**config.mk**
```make
export PLATFORM = sky130hd
export DESIGN_NAME = hop_cnt_stamper_flat
export DESIGN_NICKNAME = d
export VERILOG_FILES = /design/src/rtl/hop_cnt_stamper_pkg.sv /design/src/rtl/hop_cnt_stamper_if.sv /design/src/rtl/hop_cnt_stamper_skid_buffer_2.sv /design/src/rtl/hop_cnt_stamper.sv /design/src/flat_wrapper.sv
export SDC_FILE = /design/constraint.sdc
export NUM_CORES = 1
export LEC_CHECK = 0
export CAP_MARGIN = 15
export CORE_UTILIZATION = 50
export CTS_CLUSTER_DIAMETER = 120
export CTS_CLUSTER_SIZE = 14
export DETAILED_ROUTE_END_ITERATION = 8
export PLACE_DENSITY_LB_ADDON = 0.25
export SLEW_MARGIN = 20
export SYNTH_ARGS = -nofsm -noshare
export SYNTH_HDL_FRONTEND = slang
export SYNTH_SLANG_ARGS = --single-unit
```
**constraint.sdc**
```tcl
create_clock -name clk_i -period 3.34 [get_ports clk_i]
set_clock_uncertainty 0.05 [all_clocks]
set_input_delay 0.668 -clock clk_i [delete_from_list [all_inputs] [get_ports clk_i]]
set_output_delay 0.668 -clock clk_i [all_outputs]
set_load 0.005 [all_outputs]
```
**src/rtl/hop_cnt_stamper_pkg.sv**
```systemverilog
// Shared flit-format definitions: type encodings and field positions used by the
// hop-count stamper and by the switch arbiters that read the hop count back.
package hop_cnt_stamper_pkg;

    localparam int TYPE_W  = 2;
    localparam int HOP_LSB = 0;

    typedef enum logic [TYPE_W-1:0] {
        FLIT_BODY   = 2'b00,
        FLIT_TAIL   = 2'b01,
        FLIT_HEAD   = 2'b10,
        FLIT_SINGLE = 2'b11
    } flit_type_e;

    typedef enum logic {
        FRM_IDLE,
        FRM_IN_PKT
    } frame_state_e;

    // The type field sits in the top TYPE_W bits of the flit.
    function automatic int type_lsb(input int flit_w);
        return flit_w - TYPE_W;
    endfunction

    function automatic logic is_header(input flit_type_e t);
        return (t == FLIT_HEAD) || (t == FLIT_SINGLE);
    endfunction

endpackage

```
**src/rtl/hop_cnt_stamper_if.sv**
```systemverilog
// Valid/ready flit channel; master drives flit/vld, slave drives rdy.
interface hop_cnt_stamper_if #(
    parameter int FLIT_W = 16
);
    logic [FLIT_W-1:0] flit;
    logic              vld;
    logic              rdy;

    modport master (output flit, output vld, input  rdy);
    modport slave  (input  flit, input  vld, output rdy);
endinterface

```
**src/rtl/hop_cnt_stamper_skid_buffer_2.sv**
```systemverilog
// Generic 2-entry valid/ready skid buffer, FIFO order, 1 item/cycle sustained.
// push_rdy depends only on registered occupancy, never on pop_rdy.
module skid_buffer_2 #(
    parameter int W = 16
) (
    input  logic         clk_i,
    input  logic         rst_ni,
    input  logic [W-1:0] push_data,
    input  logic         push_vld,
    output logic         push_rdy,
    output logic [W-1:0] pop_data,
    output logic         pop_vld,
    input  logic         pop_rdy
);
    logic [W-1:0] ent0_q;
    logic [W-1:0] ent1_q;
    logic [1:0]   cnt_q;
    logic         push;
    logic         pop;

    assign push_rdy = (cnt_q != 2'd2);
    assign pop_vld  = (cnt_q != 2'd0);
    assign pop_data = ent0_q;
    assign push     = push_vld & push_rdy;
    assign pop      = pop_vld & pop_rdy;

    // ent0 is always the head; ent1 only holds data when two entries are live.
    always_ff @(posedge clk_i) begin
        // NOTE: the entries are reset too because ent0 drives pop_data directly and must read 0 out of reset.
        if (!rst_ni) begin
            ent0_q <= '0;
            ent1_q <= '0;
            cnt_q  <= 2'd0;
        end else begin
            unique case ({push, pop})
                2'b10: begin
                    if (cnt_q == 2'd0) ent0_q <= push_data;
                    else               ent1_q <= push_data;
                    cnt_q <= cnt_q + 2'd1;
                end
                2'b01: begin
                    ent0_q <= ent1_q;
                    cnt_q  <= cnt_q - 2'd1;
                end
                2'b11: begin
                    if (cnt_q == 2'd1) begin
                        ent0_q <= push_data;
                    end else begin
                        ent0_q <= ent1_q;
                        ent1_q <= push_data;
                    end
                end
                default: ;
            endcase
        end
    end

endmodule

```
**src/rtl/hop_cnt_stamper.sv**
```systemverilog
// Output-port flit stage: increments (saturating) the hop count of every header,
// tracks packet framing, and buffers flits in a 2-entry skid buffer.
module hop_cnt_stamper
    import hop_cnt_stamper_pkg::*;
#(
    parameter int FLIT_W    = 16,
    parameter int HOP_CNT_W = 3
) (
    input  logic clk_i,
    input  logic rst_ni,
    hop_cnt_stamper_if.slave  in_if,
    hop_cnt_stamper_if.master out_if,
    output logic sat_o,
    output logic proto_err_o
);
    localparam int                   TYPE_LSB = type_lsb(FLIT_W);
    localparam logic [HOP_CNT_W-1:0] HOP_MAX  = {HOP_CNT_W{1'b1}};
    localparam logic [HOP_CNT_W-1:0] HOP_ONE  = {{(HOP_CNT_W-1){1'b0}}, 1'b1};

    flit_type_e         in_type;
    logic [HOP_CNT_W-1:0] hop;
    logic               hdr;
    logic               hop_at_max;
    logic               accept;
    logic [FLIT_W-1:0]  stamped;

    frame_state_e state_q;
    frame_state_e state_d;
    logic         err_set;
    logic         sat_q;
    logic         err_q;

    assign in_type    = flit_type_e'(in_if.flit[TYPE_LSB +: TYPE_W]);
    assign hop        = in_if.flit[HOP_LSB +: HOP_CNT_W];
    assign hdr        = is_header(in_type);
    assign hop_at_max = (hop == HOP_MAX);
    assign accept     = in_if.vld & in_if.rdy;

    // Stamp before storing so the buffer only ever holds outgoing flits.
    always_comb begin
        stamped = in_if.flit;
        if (hdr && !hop_at_max) stamped[HOP_LSB +: HOP_CNT_W] = hop + HOP_ONE;
    end

    skid_buffer_2 #(.W(FLIT_W)) u_buf (
        .clk_i    (clk_i),
        .rst_ni   (rst_ni),
        .push_data(stamped),
        .push_vld (in_if.vld),
        .push_rdy (in_if.rdy),
        .pop_data (out_if.flit),
        .pop_vld  (out_if.vld),
        .pop_rdy  (out_if.rdy)
    );

    // A misplaced header still opens (or closes) a packet according to its own type.
    always_comb begin
        // NOTE: defaults first so every path assigns every output and no latch is inferred.
        state_d = state_q;
        err_set = 1'b0;
        if (accept) begin
            unique case (state_q)
                FRM_IDLE: begin
                    if (hdr) state_d = (in_type == FLIT_HEAD) ? FRM_IN_PKT : FRM_IDLE;
                    else     err_set = 1'b1;
                end
                FRM_IN_PKT: begin
                    if (hdr) begin
                        err_set = 1'b1;
                        state_d = (in_type == FLIT_HEAD) ? FRM_IN_PKT : FRM_IDLE;
                    end else begin
                        state_d = (in_type == FLIT_BODY) ? FRM_IN_PKT : FRM_IDLE;
                    end
                end
                default: state_d = FRM_IDLE;
            endcase
        end
    end

    always_ff @(posedge clk_i) begin
        // NOTE: state registers use non-blocking assignment so every flop samples pre-edge values.
        if (!rst_ni) begin
            state_q <= FRM_IDLE;
            sat_q   <= 1'b0;
            err_q   <= 1'b0;
        end else begin
            state_q <= state_d;
            sat_q   <= accept & hdr & hop_at_max;
            err_q   <= err_q | err_set;
        end
    end

    assign sat_o       = sat_q;
    assign proto_err_o = err_q;

endmodule

```
**src/flat_wrapper.sv**
```systemverilog
// flat-port wrapper written by rule: the top's interface ports become plain ports
module hop_cnt_stamper_flat import hop_cnt_stamper_pkg::*;
#(
    parameter int FLIT_W    = 16,
    parameter int HOP_CNT_W = 3
)
  (clk_i, rst_ni, sat_o, proto_err_o, in_if_flit, in_if_vld, in_if_rdy, out_if_flit, out_if_vld, out_if_rdy);
  hop_cnt_stamper_if #(.FLIT_W(FLIT_W)) in_if_i ();
  hop_cnt_stamper_if #(.FLIT_W(FLIT_W)) out_if_i ();
  input  logic clk_i;
  input  logic rst_ni;
  output logic sat_o;
  output logic proto_err_o;
  input wire logic [$bits(in_if_i.flit)-1:0] in_if_flit;
  input wire logic [$bits(in_if_i.vld)-1:0] in_if_vld;
  output wire logic [$bits(in_if_i.rdy)-1:0] in_if_rdy;
  output wire logic [$bits(out_if_i.flit)-1:0] out_if_flit;
  output wire logic [$bits(out_if_i.vld)-1:0] out_if_vld;
  input wire logic [$bits(out_if_i.rdy)-1:0] out_if_rdy;
  assign in_if_i.flit = in_if_flit;
  assign in_if_i.vld = in_if_vld;
  assign in_if_rdy = in_if_i.rdy;
  assign out_if_flit = out_if_i.flit;
  assign out_if_vld = out_if_i.vld;
  assign out_if_i.rdy = out_if_rdy;
  hop_cnt_stamper #(.FLIT_W(FLIT_W), .HOP_CNT_W(HOP_CNT_W)) u_core (.clk_i(clk_i), .rst_ni(rst_ni), .in_if(in_if_i), .out_if(out_if_i), .sat_o(sat_o), .proto_err_o(proto_err_o));
endmodule
```
==> flow_summary.ini <==
[timing]
slew_headroom = 0.3325
final_critical_path_setup_slack_ns = 0.8270
finalMaxSlewViolations = 0
fin_crit_ns = 2.513
final_period_util = 0.7524
slew_at_the_pin_with_the_worst_max_slew_slack_ns = 0.9981
finalHoldViolCount = 0
setup_violators_final = 0
grt_setup_unrepaired = false
maximum_frequency_from_static_timing_analysis_mhz = 397.9
setup-tns-final_ns = 0

[floorplanning]
core_region_area_um2 = 3153
fp-row-count = 20
io_pins = 40
dieWidth_um = 60.70
start_util = 0.5464
die-area_um2 = 3684
die_h_um = 60.70

[synthesis]
synth_nets = 214
synth-edff-count = 0
synth_async_sr_flop_share = 0
synth_area_leader = sky130_fd_sc_hd__dfxtp_1
post_synth_main_area_contributors = sky130_fd_sc_hd__dfxtp_1, sky130_fd_sc_hd__a221oi_2, sky130_fd_sc_hd__nand2_1
netlist_area_um2 = 1723
synthDistinctLibCells = 30
synth_top_cell_area_share = 0.4299
synthTopCellsByCount = sky130_fd_sc_hd__dfxtp_1, sky130_fd_sc_hd__nand2_1, sky130_fd_sc_hd__nor2_1, sky130_fd_sc_hd__o21ai_0, sky130_fd_sc_hd__a21boi_0
ys_seq_elements = 37
synth_sequential_area_ratio = 0.4299
ys.warnings.count = 0
synth_area_per_cell_um2 = 9.263
synth_top_flop_cell = sky130_fd_sc_hd__dfxtp_1
yosys.cell_count.top_type = sky130_fd_sc_hd__dfxtp_1
syn-instance-count = 186

[setup_path]
critical_path_arrival_ns = 2.69
cpMostUsedCell = sky130_fd_sc_hd__nand2_1
timing.critical_path.slowest_stage_cell = sky130_fd_sc_hd__nand2_1
critical_path.max_stage_delay_ns = 0.45
critPathCaptureType = register
crit_path_start_kind = primary input
critical_path_required_ns = 3.52
path_cells = clkdlybuf4s50_1 > nor2b_1 > buf_4 > ha_1 > nand2_1 > nand2_1 > a221oi_1 > nor2_1
worst-path-max-fanout = 16
critPathTopFamily = simple AND/OR/NAND/NOR gates
worstPathBufferInverterCount = 2
crit_type = primary input to register
reg2reg_slack_ns = 0.95

[routing]
vias = 1455
ant_nets = 0
route.detailed.wl_per_inst_um = 13.65
detailedRoute.firstIterationViolations = 66
remaining_drc_errors = 0
wirelength_um = 3673
drt-pass1-iter-count = 4
via_per_instance_ratio = 5.409

[clock_tree]
tritoncts.num_buffers = 5
cts_sinks = 37
ctsResizeCount = 0
tritoncts_clock_tree = built
clk_latency_ns = 0.34
cts_root_buffer = sky130_fd_sc_hd__clkbuf_4
clkTransAtPathRegs_ns = 0.11
htree_levels = 2
cts_hold_repair.buffers = 0
cts_setup_buffers = 0
largest_buffer_count_on_any_clock_path = 2

[finish]
fraction_of_layout_cells_with_a_size_suffix_above_1 = 0.1200
finish.net_count = 252
final_cell_area_um2 = 2187
area_growth_syn_to_layout_pct = 26.94
n_antenna_cell = 0

[flow_run]
max_cap_viol_count = 0

[pwr]
switching_share_of_total_power = 0.3948
p_switching_mw = 0.7617
vdd_ir_drop_max_mv = 0.5203
powerDensity_nw_per_um2 = 882.1
power.combinational.fraction = 0.510
finalPower_mw = 1.929
clock_power_share = 0.131
seq_power_share = 0.360
cellInternalPower_mw = 1.168
power.static_leakage_nw = 0.8524

[hold_path]
hold_path.class = register to register

[global_route]
grt_max_degree = 38
global_route.usage.total = 0.2331
grt_pass1_wl_um = 6306
vias_in_the_first_global_route = 1492
antenna_found_initial = 0
globalRoute.totalOverflow = 0

[place]
port-buffer-count = 39
detailedPlacementHpwl_um = 2478
placed_cell_area_um2 = 2122
place_congestion = 0.7583
placement.setup.worst_slack_ns = 0.4993

[status]
run_status = complete, no violations
-- registers in the layout, indices dropped and copies added, names as in the netlist --
register,cells
u_core.state_q,1
u_core.u_buf.cnt_q,2
u_core.u_buf.ent1_q,16
u_core.sat_o,1
u_core.u_buf.pop_data,16
u_core.proto_err_o,1
-- metal layers --
metal	vias up	track usage	wire, um
li1	726	-	-
met5	-	0	0
met2	38	0.4286	1850
met3	7	0.06610	155
met1	684	0.2557	1620
met4	0	0.08117	47
-- kinds of logic after synthesis --
| kind of cell | count (synthesis) | share of synthesized area |
|---|---|---|
| muxes | 2 | 0.01307 |
| DFF | 37 | 0.4299 |
| adders and majority gates | 8 | 0.05810 |
| AOI/OAI and AO/OA | 53 | 0.2622 |
| xor gates and xnor gates | 4 | 0.02033 |
| buffers and inverters | 16 | 0.05010 |
| and+or+nand+nor | 66 | 0.1663 |
-- metrics by stage --
step	utilization	hold WS, ns	std cells
after detailed placement	0.6730	0.4153	261
after global routing	0.6937	0.4753	269
after floorplan	-	0.3936	186
final	0.6937	0.4307	269
after CTS	0.6937	0.4332	269
after global placement	0.6730	0.4053	261
-- cells in the final DEF, fill, tap and decap left out --
cell	netlist	final
sky130_fd_sc_hd__a21boi_0	13	13
sky130_fd_sc_hd__a21o_1	1	1
sky130_fd_sc_hd__a21oi_1	2	2
sky130_fd_sc_hd__a21oi_4	1	1
sky130_fd_sc_hd__a221oi_1	6	6
sky130_fd_sc_hd__a221oi_2	10	10
sky130_fd_sc_hd__and2_1	2	2
sky130_fd_sc_hd__and4_1	1	1
sky130_fd_sc_hd__buf_4	4	2
sky130_fd_sc_hd__clkbuf_4	0	5
sky130_fd_sc_hd__clkbuf_8	0	1
sky130_fd_sc_hd__clkdlybuf4s50_1	0	39
sky130_fd_sc_hd__clkinv_2	0	1
sky130_fd_sc_hd__clkinv_4	0	1
sky130_fd_sc_hd__dfxtp_1	37	37
sky130_fd_sc_hd__ha_1	8	8
sky130_fd_sc_hd__inv_1	4	4
sky130_fd_sc_hd__inv_2	1	1
sky130_fd_sc_hd__inv_4	1	1
sky130_fd_sc_hd__mux2_2	2	2
sky130_fd_sc_hd__nand2_1	32	32
sky130_fd_sc_hd__nand2_4	1	1
sky130_fd_sc_hd__nand2b_1	1	1
sky130_fd_sc_hd__nor2_1	23	23
sky130_fd_sc_hd__nor2b_1	3	3
sky130_fd_sc_hd__nor3b_1	3	3
sky130_fd_sc_hd__o211a_1	1	1
sky130_fd_sc_hd__o211ai_1	1	1
sky130_fd_sc_hd__o21a_4	1	1
sky130_fd_sc_hd__o21ai_0	17	17
sky130_fd_sc_hd__xnor2_1	4	4
-- worst paths after layout --
check / cells past startpoint / from / end
setup / recovery: 8 / in_if_vld / u_core.u_buf.pop_data[1]
hold / removal: 2 / u_core.u_buf.ent1_q[15] / u_core.u_buf.ent1_q[15]
setup reg to reg: 10 / u_core.u_buf.cnt_q[0] / u_core.u_buf.pop_data[1]
hold reg to reg: 2 / u_core.u_buf.ent1_q[15] / u_core.u_buf.ent1_q[15]
-- final cells by class --
class                      count  area (um2)
sequential                    37       740.7
timing repair buffer          41       405.4
fill                         268       965.9
tap                           44       55.05
clock buffer                   6       51.30
multi-input combinational    133       895.9
inverter                       6       25.02
clock inverter                 2       13.76
-- power groups by stage --
stage | Combinational [mW] | Clock (mW) | Sequential, mW
after detailed placement | 0.978 | 0 | 0.704
after CTS | 0.987 | 0.259 | 0.694
after global placement | 0.958 | 0 | 0.694
after global routing | 1.09 | 0.277 | 0.712
final | 0.983 | 0.252 | 0.694
after floorplan | 0.627 | 0 | 0.698
-- worst reg2reg max path: cells and delay by family (launching register included) --
family                     cells  cell delay (ns)
and+or+nand+nor                4             0.73
adders and majority gates      2             0.48
AOI/OAI and AO/OA              1             0.45
DFF                            1             0.36
buffers and inverters          3             0.22
Power figures use the tool's default switching activity.
